--- src/rtl/cdc_handshake_tx.sv ---
// rtl/cdc_handshake_tx.sv - source end of a 4-phase req/ack crossing; optional CDC_TX_TIMEOUT_EN phase timeout
module cdc_handshake_tx_sync #(
    parameter int STAGES = 2
) (
    input  logic clk,
    input  logic rst,
    input  logic d,
    output logic q
);

    logic [STAGES-1:0] ff;

    always_ff @(posedge clk) begin
        if (rst) begin
            ff <= '0;
        end else begin
            ff <= {ff[STAGES-2:0], d};
        end
    end

    assign q = ff[STAGES-1];

endmodule

module cdc_handshake_tx #(
    parameter int DATA_W      = 8,
    parameter int SYNC_STAGES = 2,
    parameter int TIMEOUT_CYC = 1024
) (
    input  logic              clk,
    input  logic              rst,
    input  logic              src_valid,
    input  logic [DATA_W-1:0] src_data,
    output logic              src_ready,
    output logic              xfer_req,
    output logic [DATA_W-1:0] xfer_data,
    input  logic              xfer_ack,
    output logic              busy,
`ifdef CDC_TX_TIMEOUT_EN
    output logic              timeout_err,
`endif
    output logic              done
);

    typedef enum logic [1:0] {
        IDLE   = 2'd0,
        REQ_HI = 2'd1,
        REQ_LO = 2'd2
    } state_t;

    state_t            state, state_nx;
    logic              ack_s;
    logic              req_nx, busy_nx, done_nx;
    logic [DATA_W-1:0] data_nx;

`ifdef CDC_TX_TIMEOUT_EN
    localparam int CNT_W = (TIMEOUT_CYC > 2) ? $clog2(TIMEOUT_CYC) : 1;
    logic [CNT_W-1:0] cnt, cnt_nx;
    logic             tmo_nx;
    // A word whose request timed out must not report done when the ack side settles.
    logic             aborted, aborted_nx;
`endif

    cdc_handshake_tx_sync #(
        .STAGES(SYNC_STAGES)
    ) u_ack_sync (
        .clk(clk),
        .rst(rst),
        .d  (xfer_ack),
        .q  (ack_s)
    );

    assign src_ready = (state == IDLE) && !ack_s;

    always_comb begin
        state_nx = state;
        req_nx   = xfer_req;
        data_nx  = xfer_data;
        busy_nx  = busy;
        done_nx  = 1'b0;
`ifdef CDC_TX_TIMEOUT_EN
        cnt_nx     = cnt + CNT_W'(1);
        tmo_nx     = 1'b0;
        aborted_nx = aborted;
`endif
        case (state)
            IDLE: begin
                if (src_valid && src_ready) begin
                    data_nx  = src_data;
                    req_nx   = 1'b1;
                    busy_nx  = 1'b1;
                    state_nx = REQ_HI;
`ifdef CDC_TX_TIMEOUT_EN
                    cnt_nx     = '0;
                    aborted_nx = 1'b0;
`endif
                end
            end
            REQ_HI: begin
                if (ack_s) begin
                    req_nx   = 1'b0;
                    state_nx = REQ_LO;
`ifdef CDC_TX_TIMEOUT_EN
                    cnt_nx = '0;
                end else if (cnt == CNT_W'(TIMEOUT_CYC - 1)) begin
                    req_nx     = 1'b0;
                    tmo_nx     = 1'b1;
                    aborted_nx = 1'b1;
                    state_nx   = REQ_LO;
                    cnt_nx     = '0;
`endif
                end
            end
            REQ_LO: begin
                if (!ack_s) begin
                    busy_nx  = 1'b0;
                    state_nx = IDLE;
`ifdef CDC_TX_TIMEOUT_EN
                    done_nx = !aborted;
                end else if (cnt == CNT_W'(TIMEOUT_CYC - 1)) begin
                    tmo_nx = 1'b1;
`else
                    done_nx = 1'b1;
`endif
                end
            end
            default: begin
                state_nx = IDLE;
                req_nx   = 1'b0;
                busy_nx  = 1'b0;
            end
        endcase
    end

    always_ff @(posedge clk) begin
        if (rst) begin
            state     <= IDLE;
            xfer_req  <= 1'b0;
            xfer_data <= '0;
            busy      <= 1'b0;
            done      <= 1'b0;
        end else begin
            state     <= state_nx;
            xfer_req  <= req_nx;
            xfer_data <= data_nx;
            busy      <= busy_nx;
            done      <= done_nx;
        end
    end

`ifdef CDC_TX_TIMEOUT_EN
    always_ff @(posedge clk) begin
        if (rst) begin
            cnt         <= '0;
            timeout_err <= 1'b0;
            aborted     <= 1'b0;
        end else begin
            cnt         <= cnt_nx;
            timeout_err <= tmo_nx;
            aborted     <= aborted_nx;
        end
    end
`endif

endmodule
--- config.mk ---
export PLATFORM = sky130hd
export DESIGN_NAME = cdc_handshake_tx
export DESIGN_NICKNAME = d
export VERILOG_FILES = /design/src/rtl/cdc_handshake_tx.sv
export SDC_FILE = /design/constraint.sdc
export NUM_CORES = 1
export LEC_CHECK = 0
export CAP_MARGIN = 40
export CORE_AREA = 2 2 39 41
export CTS_BUF_LIST = sky130_fd_sc_hd__clkbuf_4 sky130_fd_sc_hd__clkbuf_8
export DETAILED_ROUTE_END_ITERATION = 16
export DIE_AREA = 0 0 41 43
export HOLD_SLACK_MARGIN = 0.12
export PLACE_DENSITY = 0.8
export SYNTH_ARGS = -nofsm -noshare
export SYNTH_HDL_FRONTEND = slang
export SYNTH_SLANG_ARGS = --single-unit
--- constraint.sdc ---
create_clock -name clk -period 3 [get_ports clk]
set_input_delay 0.45 -clock clk [delete_from_list [all_inputs] [get_ports clk]]
set_output_delay 0.45 -clock clk [all_outputs]
set_load 0.005 [all_outputs]
==> run_results.csv, run 1 <==
group,metric,value,unit
status,status,"complete, no violations",
synthesis,syn-num-nets,73,
placement,place_inst,95,
critical_path,startpoint,"state[0]",
clock_network,cts.clk_slew.worst_paths,80,ps
power_and_ir_drop,powerDensity,493.8,nW/um^2
critical_path,cp_data_arrival_time,1420,ps
grt,grt.total_usage,15.49,%
sta,setup_violations,0,
clock_network,cts_tree,"done",
final_layout,nets,96,
sta,rsz0062_at_grt,"false",
clock_network,clkLatencyLatePin,280,ps
clock_network,clock_sinks,15,
grt,antenna_found_initial,0,
routing,vias,476,
power_and_ir_drop,p_total,0.3966,mW
critical_path,cp-start-kind,"flip-flop",
clock_network,post_cts_buffers,0,
min_path,min-delay-start,"u_ack_sync.ff[0]",
synthesis,synth_area_leaders,"dfxtp_1 53%, nand2_1 11%, a21oi_1 8.0%, nor4b_4 4.2%, buf_6 4.0%",
routing,drt_pass1_iterations,4,
final_layout,diodes,0,
critical_path,cp-end-kind,"output pin",
run,drv_cap,0,
clock_network,htree_num_levels,1,
sta,fin_skew,6.886,ps
final_layout,drive_above_1_share,9.639,%
synthesis,synth_cell_types,18,
sta,worst_pin_slew,521.2,ps
final_layout,fin_cells,99,
min_path,worstHoldPathType,"reg -> reg",
clock_network,cts-root-buf,"clkbuf_4",
routing,wl_per_cell,11.10,um
sta,period_minus_slack,1870,ps
critical_path,worstRegToRegCells,3,
synthesis,yosys_warnings,0,
synthesis,avgSynthCellArea,9.251,sq um
power_and_ir_drop,leakage,0.2921,nW
synthesis,synth.top_cell.area_share,53.22,%
grt,grt_max_degree,16,
sta,slew_violations,0,
die,rows,14,
routing,drtAntennaViolNets,0,
synthesis,ys_seq_area_share,53.22,%
sta,relSlewSlack,65.14,%
final_layout,final_core_util,58.05,%
clock_network,cts_resized,0,
routing,drc,0,
routing,via_per_inst,4.808,
critical_path,path_class,"reg -> out",
die,start_util,40.78,%
sta,hold_violations,0,
synthesis,synthCells,61,
critical_path,r2r-start,"state[0]",
critical_path,crit_required,2550,ps
die,die_y,43,um
synthesis,ys_ff_latch,15,
placement,dp_hpwl,788.5,um
placement,place.port_buffers,23,
sta,fmax,0.5347,GHz
routing,drt_wl_total,1.099,mm
grt,grt-ovfl-total,0,
die,die_x,41,um
routing,drtIter0Drc,7,
critical_path,rrSetupSlack,1660,ps
die,dieArea,1763,sq um
clock_network,cts_buffers,3,
clock_network,holdBufCountCts,0,
final_layout,syn2layout_area_growth,42.35,%
sta,min_period_over_period,62.34,%
die,io_pins,24,
placement,place.gp.congestion,0.6735,
grt,grt_pass1_vias,405,
sta,finalSetupTns,0,ps
critical_path,crit_end,"src_ready",
synthesis,synth_area,564.3,sq um
critical_path,path_max_fanout,8,
synthesis,yosys.area.top_type,"dfxtp_1",
critical_path,timing.rr.end,"xfer_data[6]",
grt,grt_pass1_wl,1.773,mm
die,core,1384,sq um
clock_network,clockBufferDepth,2,
power_and_ir_drop,ir_worst_vdd,0.3167,mV
-- per-layer routing --
layer	vias up	wire, um	GRT usage (%)
met5	-	0	0
met4	0	45	14.00
met3	4	45	1.571
met2	11	524	20.63
met1	215	483	20.79
li1	246	-	-
-- cell type report --
class | instances | area (sq um)
clock buffers | 3 | 22.52
clock inverters | 1 | 5.005
fillers | 127 | 580.6
inverters | 1 | 3.754
multi-input cells | 40 | 221.5
flip-flops and latches | 15 | 300.3
well taps | 16 | 20.02
repair buffers | 23 | 230.2
-- worst min path at each step --
stage,depth (start not counted),to,slack (ps)
2_1_floorplan,1,u_ack_sync.ff[1],410
3_3_place_gp,1,u_ack_sync.ff[1],420
3_5_place_dp,1,u_ack_sync.ff[1],440
4_1_cts,1,u_ack_sync.ff[1],450
5_1_grt,1,u_ack_sync.ff[1],480
6_report,1,u_ack_sync.ff[1],450
-- where the power goes --
part           leakage [nW]  internal [mW]  total, mW  switching (mW)
Sequential            0.123          0.210      0.220         0.00908
Clock                0.0177         0.0495      0.114          0.0646
Combinational         0.151         0.0411     0.0630          0.0218
-- worst max-delay path, stage by stage (launching register included) --
cell,delay (ps)
dfxtp_1,410
nor3_1,210
clkdlybuf4s50_1,520
-- cells in the mapped netlist --
cell type  number
a21oi_1         9
a21oi_2         1
buf_2           1
buf_4           1
buf_6           2
clkbuf_1        1
dfxtp_1        15
inv_2           1
nand2_1        16
nor2_1          2
nor2b_1         3
nor3_1          1
nor3b_1         1
nor4_1          2
nor4b_4         1
o21ai_1         2
or4b_4          1
xnor2_1         1
-- cells by family after synthesis --
| logic type | after synthesis | share of synthesized area (%) |
|---|---|---|
| AO/OA/AOI/OAI | 12 | 11.31 |
| flip-flops | 15 | 53.22 |
| AND/OR/NAND/NOR | 27 | 26.39 |
| buffers and inverters | 6 | 7.537 |
| XOR/XNOR | 1 | 1.552 |
-- metrics by stage --
step | cell area (sq um) | hold WS [ps] | setup WS [ps]
finish | 803.3 | 452.1 | 1130
global route | 803.3 | 479.8 | 1065
CTS | 803.3 | 453.8 | 1114
detailed placement | 775.7 | 435.1 | 1190
global placement | 775.7 | 418.0 | 1219
floorplan | 564.3 | 413.8 | 1683
-- layout by cell type (no fill, tap or decap) --
cell and instances:
clkbuf_4 3, nor2_1 2, or4b_4 1, nor4_1 2, dfxtp_1 15, nor3_1 1
a21oi_1 9, nor2b_1 3, xnor2_1 1, nor4b_4 1, nor3b_1 1, nand2_1 16
inv_2 1, a21oi_2 1, clkinv_2 1, o21ai_1 2, clkdlybuf4s50_1 23
-- sequential cells by signal, summed over array words and instances, names as in the netlist --
| signal | count |
|---|---|
| u_ack_sync.ff | 2 |
| busy | 1 |
| xfer_req | 1 |
| state | 2 |
| done | 1 |
| xfer_data | 8 |
Power figures use the tool's default switching activity.
==> run 2: changes to the inputs <==
- CORE_AREA: 2 2 39 41 -> unset
- CORE_UTILIZATION: unset -> 42
- DIE_AREA: 0 0 41 43 -> unset
- PLACE_DENSITY: 0.8 -> 0.79
- clock period: 3 -> 1.85 ns (I/O delays scaled with it)
==> run_results.csv, run 2 (synthesis gave the netlist of run 1 again) <==
group,metric,value,unit
power_and_ir_drop,ir_worst_vdd,0.5362,mV
critical_path,cp-end-kind,"output pin",
final_layout,multi_input_area,221.5,sq um
routing,drt_wl_total,1.027,mm
routing,drc,0,
sta,finalSetupTns,0,ps
grt,grt_max_degree,16,
min_path,worstHoldPathType,"reg -> reg",
placement,place_area,773.2,sq um
sta,min_period_over_period,92.28,%
clock_network,clkLatencyLatePin,280,ps
final_layout,final_common_cell,"clkdlybuf4s50_1",
final_layout,diodes,0,
sta,period_minus_slack,1707,ps
routing,wl_met1,476,um
die,die_y,38.66,um
die,io_pins,24,
clock_network,htree_num_levels,1,
power_and_ir_drop,powerDensity,822.0,nW/um^2
die,dieArea,1494,sq um
die,start_util,48.18,%
critical_path,rrSetupSlack,520,ps
die,core,1171,sq um
sta,hold_ws,455.3,ps
grt,grt-ovfl-total,0,
sta,setup_violations,0,
routing,met2_length,490,um
final_layout,fill_cells,100,
status,status,"complete, no violations",
die,die_x,38.66,um
final_layout,final_cell_mix,"23 x clkdlybuf4s50_1, 16 x nand2_1, 15 x dfxtp_1",
grt,grt.total_usage,17.87,%
clock_network,clockBufferDepth,2,
power_and_ir_drop,leakage,0.2928,nW
critical_path,crit_end,"src_ready",
critical_path,path_max_fanout,8,
power_and_ir_drop,p_clk_share,30.7,%
clock_network,cts.clk_slew.worst_paths,80,ps
routing,drtIter0Drc,6,
placement,place.port_buffers,23,
final_layout,postLayoutCellArea,803.3,sq um
clock_network,post_cts_buffers,0,
final_layout,seqCellArea,300.3,sq um
critical_path,cp-start-kind,"flip-flop",
routing,via_per_inst,4.835,
sta,worst_pin_slew,503.5,ps
placement,place.gp.congestion,0.7431,
grt,grt_pass1_wl,1.731,mm
run,drv_cap,0,
routing,vias,469,
final_layout,syn2layout_area_growth,42.35,%
power_and_ir_drop,p_comb_share,15.5,%
power_and_ir_drop,pwr-share-seq,53.8,%
power_and_ir_drop,switching_share,23.31,%
min_path,min-delay-start,"u_ack_sync.ff[0]",
clock_network,cts_resized,0,
sta,fmax,0.5858,GHz
sta,hold_violations,0,
sta,fin_skew,6.150,ps
routing,highest_layer,"met4",
final_layout,nets,96,
routing,drt_pass1_iterations,2,
die,rows,12,
routing,wl_per_cell,10.59,um
critical_path,path_class,"reg -> out",
clock_network,cts_buffers,3,
clock_network,clock_sinks,15,
clock_network,cts_tree,"done",
critical_path,r2r-start,"state[0]",
final_layout,drive_above_1_share,9.639,%
critical_path,crit_required,1570,ps
routing,wl_met3,48,um
clock_network,cts-root-buf,"clkbuf_4",
critical_path,startpoint,"state[0]",
routing,drtAntennaViolNets,0,
placement,dp_hpwl,760,um
final_layout,largest_reg_flops,8,
clock_network,holdBufCountCts,0,
critical_path,cp_data_arrival_time,1430,ps
critical_path,timing.rr.end,"xfer_data[6]",
power_and_ir_drop,p_sw,0.1539,mW
sta,slew_violations,0,
power_and_ir_drop,p_int,0.5064,mW
grt,grt_pass1_vias,400,
final_layout,largest-register,"xfer_data",
critical_path,worstRegToRegCells,3,
sta,rsz0062_at_grt,"false",
final_layout,reg_top3,"xfer_data (8), state (2), u_ack_sync.ff (2)",
sta,relSlewSlack,66.33,%
grt,antenna_found_initial,0,
[run 2: power by group through the flow]
stage / registers [mW] / clock network, mW / logic (mW)
6_report: 0.355 / 0.203 / 0.102
5_1_grt: 0.359 / 0.223 / 0.113
4_1_cts: 0.356 / 0.208 / 0.104
3_5_place_dp: 0.363 / 0 / 0.103
3_3_place_gp: 0.363 / 0 / 0.101
2_1_floorplan: 0.358 / 0 / 0.0529
[run 2: through the flow]
step	total power [mW]	util (%)	instances	worst slack, ps
floorplan	0.4108	-	61	533.2
global placement	0.4640	66.03	93	236.3
detailed placement	0.4668	66.03	93	218.1
CTS	0.6676	68.59	97	124.0
global route	0.6948	68.59	97	28.74
finish	0.6603	68.59	97	142.8
[run 2: how the worst min path moves through the flow]
stage                                  end  slack (ps)  depth (start not counted)
after floorplan           u_ack_sync.ff[0]         350                          1
after global placement    u_ack_sync.ff[1]         420                          1
after detailed placement  u_ack_sync.ff[1]         440                          1
after CTS                 u_ack_sync.ff[1]         460                          1
after global routing      u_ack_sync.ff[1]         460                          1
final                     u_ack_sync.ff[1]         460                          1
[run 2: critical path, stage by stage, from the launching register on]
cell,delay (ps)
dfxtp_1,410
nor3_1,220
clkdlybuf4s50_1,520
[run 2: cell type report]
cell class	count	area share [%]
sequential	15	37.38
timing repair buffer	23	28.66
multi-input combinational	40	27.57
clock buffer	4	3.738
tap	14	2.181
inverter	1	0.4673
[run 2: metal layers]
layer	global-route usage [%]	vias up
met4	12.93	0
met5	0	-
met1	24.73	209
met3	5.202	2
met2	22.92	12
li1	-	246
==> run 3: changes to the inputs <==
- SYNTH_HIERARCHICAL: unset -> 1
==> run_results.csv, run 3 <==
group,metric,value,unit
sta,fin_skew,7.178,ps
min_path,worstHoldPathType,"reg -> reg",
synthesis,synth_area_leaders,"dfxtp_1 52%, nand2_1 10%, a21oi_1 7.8%, buf_6 5.8%, nor4b_4 4.1%",
placement,place_inst,95,
synthesis,synthArstFlopShare,0,%
grt,grt_pass1_wl,1.607,mm
grt,grt_max_degree,16,
synthesis,avgSynthCellArea,9.497,sq um
power_and_ir_drop,p_total,0.6467,mW
final_layout,postLayoutCellArea,818.3,sq um
grt,grt.total_usage,15.71,%
final_layout,diodes,0,
critical_path,path_class,"reg -> out",
placement,dp_hpwl,742.1,um
routing,drc,0,
synthesis,synth_top_family_by_area,"simple AND/OR/NAND/NOR gates",
synthesis,yosys_warnings,6,
synthesis,synth_cell_types,17,
sta,hold_ws,456.7,ps
critical_path,crit_required,1570,ps
die,rows,13,
routing,via_per_inst,4.879,
synthesis,syn-num-nets,73,
critical_path,critPathSlowestCell,"clkdlybuf4s50_1",
final_layout,nets,97,
clock_network,cts.clk_slew.worst_paths,90,ps
final_layout,fin_cells,99,
synthesis,synth_area,579.3,sq um
die,die_x,39.14,um
placement,place_area,790.8,sq um
routing,met2_length,506,um
synthesis,synth-adder-area-share,0,%
critical_path,cp-start-kind,"flip-flop",
routing,drt_wl_total,1.025,mm
sta,period_minus_slack,1680,ps
synthesis,synthFlopType,"dfxtp_1",
critical_path,path_max_fanout,7,
placement,place.port_buffers,23,
synthesis,ys_ff_latch,15,
die,start_util,45.08,%
sta,setup_violations,0,
routing,drt_pass1_iterations,4,
synthesis,synth.most_common_cell,"nand2_1",
sta,min_period_over_period,90.79,%
sta,finalSetupTns,0,ps
routing,wl_met3,24,um
routing,wl_per_cell,10.35,um
grt,grt-ovfl-total,0,
clock_network,htree_num_levels,1,
sta,timing.final.ws_setup,170.4,ps
final_layout,final_cell_mix,"23 x clkdlybuf4s50_1, 16 x nand2_1, 15 x dfxtp_1",
synthesis,yosys-top-cells-count,"16 x nand2_1, 15 x dfxtp_1, 9 x a21oi_1",
critical_path,cp_slowest_stage_delay,520,ps
sta,worst_pin_slew,531.4,ps
power_and_ir_drop,leakage,0.2960,nW
routing,drtIter0Drc,12,
power_and_ir_drop,powerDensity,790.3,nW/um^2
die,core,1285,sq um
final_layout,final_common_cell,"clkdlybuf4s50_1",
sta,slew_violations,0,
routing,drtAntennaViolNets,0,
final_layout,fill_cells,109,
routing,vias,483,
clock_network,holdBufCountCts,0,
synthesis,ys_seq_area_share,51.84,%
clock_network,cts-root-buf,"clkbuf_4",
clock_network,clock_sinks,15,
clock_network,cts_resized,0,
sta,rsz0062_at_grt,"false",
run,drv_cap,0,
synthesis,synth.top_cell.area_share,51.84,%
critical_path,cp-end-kind,"output pin",
synthesis,yosys.area_share.xor_xnor,1.512,%
clock_network,clockBufferDepth,2,
status,status,"complete, no violations",
final_layout,syn2layout_area_growth,41.25,%
synthesis,synth_enable_flop_cells,0,
synthesis,synth_compound_area_share,11.66,%
placement,place.gp.congestion,0.6793,
synthesis,muxShareOfSynthArea,0,%
routing,highest_layer,"met3",
final_layout,drive_above_1_share,8.333,%
sta,fmax,0.5954,GHz
clock_network,post_cts_buffers,0,
power_and_ir_drop,ir_worst_vdd,0.4736,mV
clock_network,cts_tree,"done",
die,dieArea,1532,sq um
critical_path,cp_data_arrival_time,1400,ps
critical_path,worstPathCellList,"nor3_1 > clkdlybuf4s50_1",
sta,relSlewSlack,64.46,%
sta,hold_violations,0,
final_layout,reg_top3,"xfer_data (8), state (2), u_ack_sync/ff (2)",
grt,grt_pass1_vias,391,
synthesis,yosys.area.top_type,"dfxtp_1",
die,io_pins,24,
final_layout,final_core_util,63.68,%
final_layout,largest_reg_flops,8,
clock_network,clkLatencyLatePin,280,ps
synthesis,synthCells,61,
routing,wl_met1,495,um
final_layout,largest-register,"xfer_data",
synthesis,synthSimpleGateAreaFrac,28.51,%
placement,preCtsSetupSlack,206.1,ps
clock_network,cts_buffers,3,
die,die_y,39.14,um
grt,antenna_found_initial,0,
-- run 3: changes by cell type in the layout (fill, tap and decap cells not counted), moves of 2 or more --
| cell | change |
|---|---|
| nand2b_1 | +2 |
| nor4_1 | -2 |
| o21ai_0 | +2 |
| o21ai_1 | -2 |
-- run 3: cells by family (layout without fill, tap and decap cells) --
group           after synthesis  after routing
xor+xnor                      1              1
compound gates               12             12
simple gates                 29             29
buf+inv                       4             27
flops                        15             15
-- run 3: metal layers --
metal  vias to the layer above  track usage, %
li1                        250               -
met5                         -               0
met3                         0           3.468
met2                        11           23.75
met1                       222           19.65
met4                         0           10.34
-- run 3: report_power, final --
part	internal, mW	switching [mW]	leakage (nW)
Clock	0.0801	0.102	0.0177
Combinational	0.0697	0.0365	0.155
Sequential	0.342	0.0161	0.123
-- run 3: layout make-up --
cell class / count / area [sq um] / share of cell area (%)
Tap cell: 15 / 18.77 / 2.294
Timing Repair Buffer: 23 / 230.2 / 28.13
Multi-Input combinational cell: 42 / 241.5 / 29.51
Clock buffer: 3 / 22.52 / 2.752
Sequential cell: 15 / 300.3 / 36.70
Clock inverter: 1 / 5.005 / 0.6116
-- run 3: critical path, delay by kind of cell (launching register included) --
family	cells	cell delay [ps]
buffers and inverters	1	520
DFF	1	400
and+or+nand+nor	1	200
-- run 3: final timing paths --
| path | from | to | slack (ps) | cells past startpoint |
|---|---|---|---|---|
| min reg2reg | u_ack_sync/ff[0] | u_ack_sync/ff[1] | 460 | 1 |
| min | u_ack_sync/ff[0] | u_ack_sync/ff[1] | 460 | 1 |
| max reg2reg | state[1] | xfer_data[3] | 520 | 3 |
| max | state[1] | src_ready | 170 | 2 |
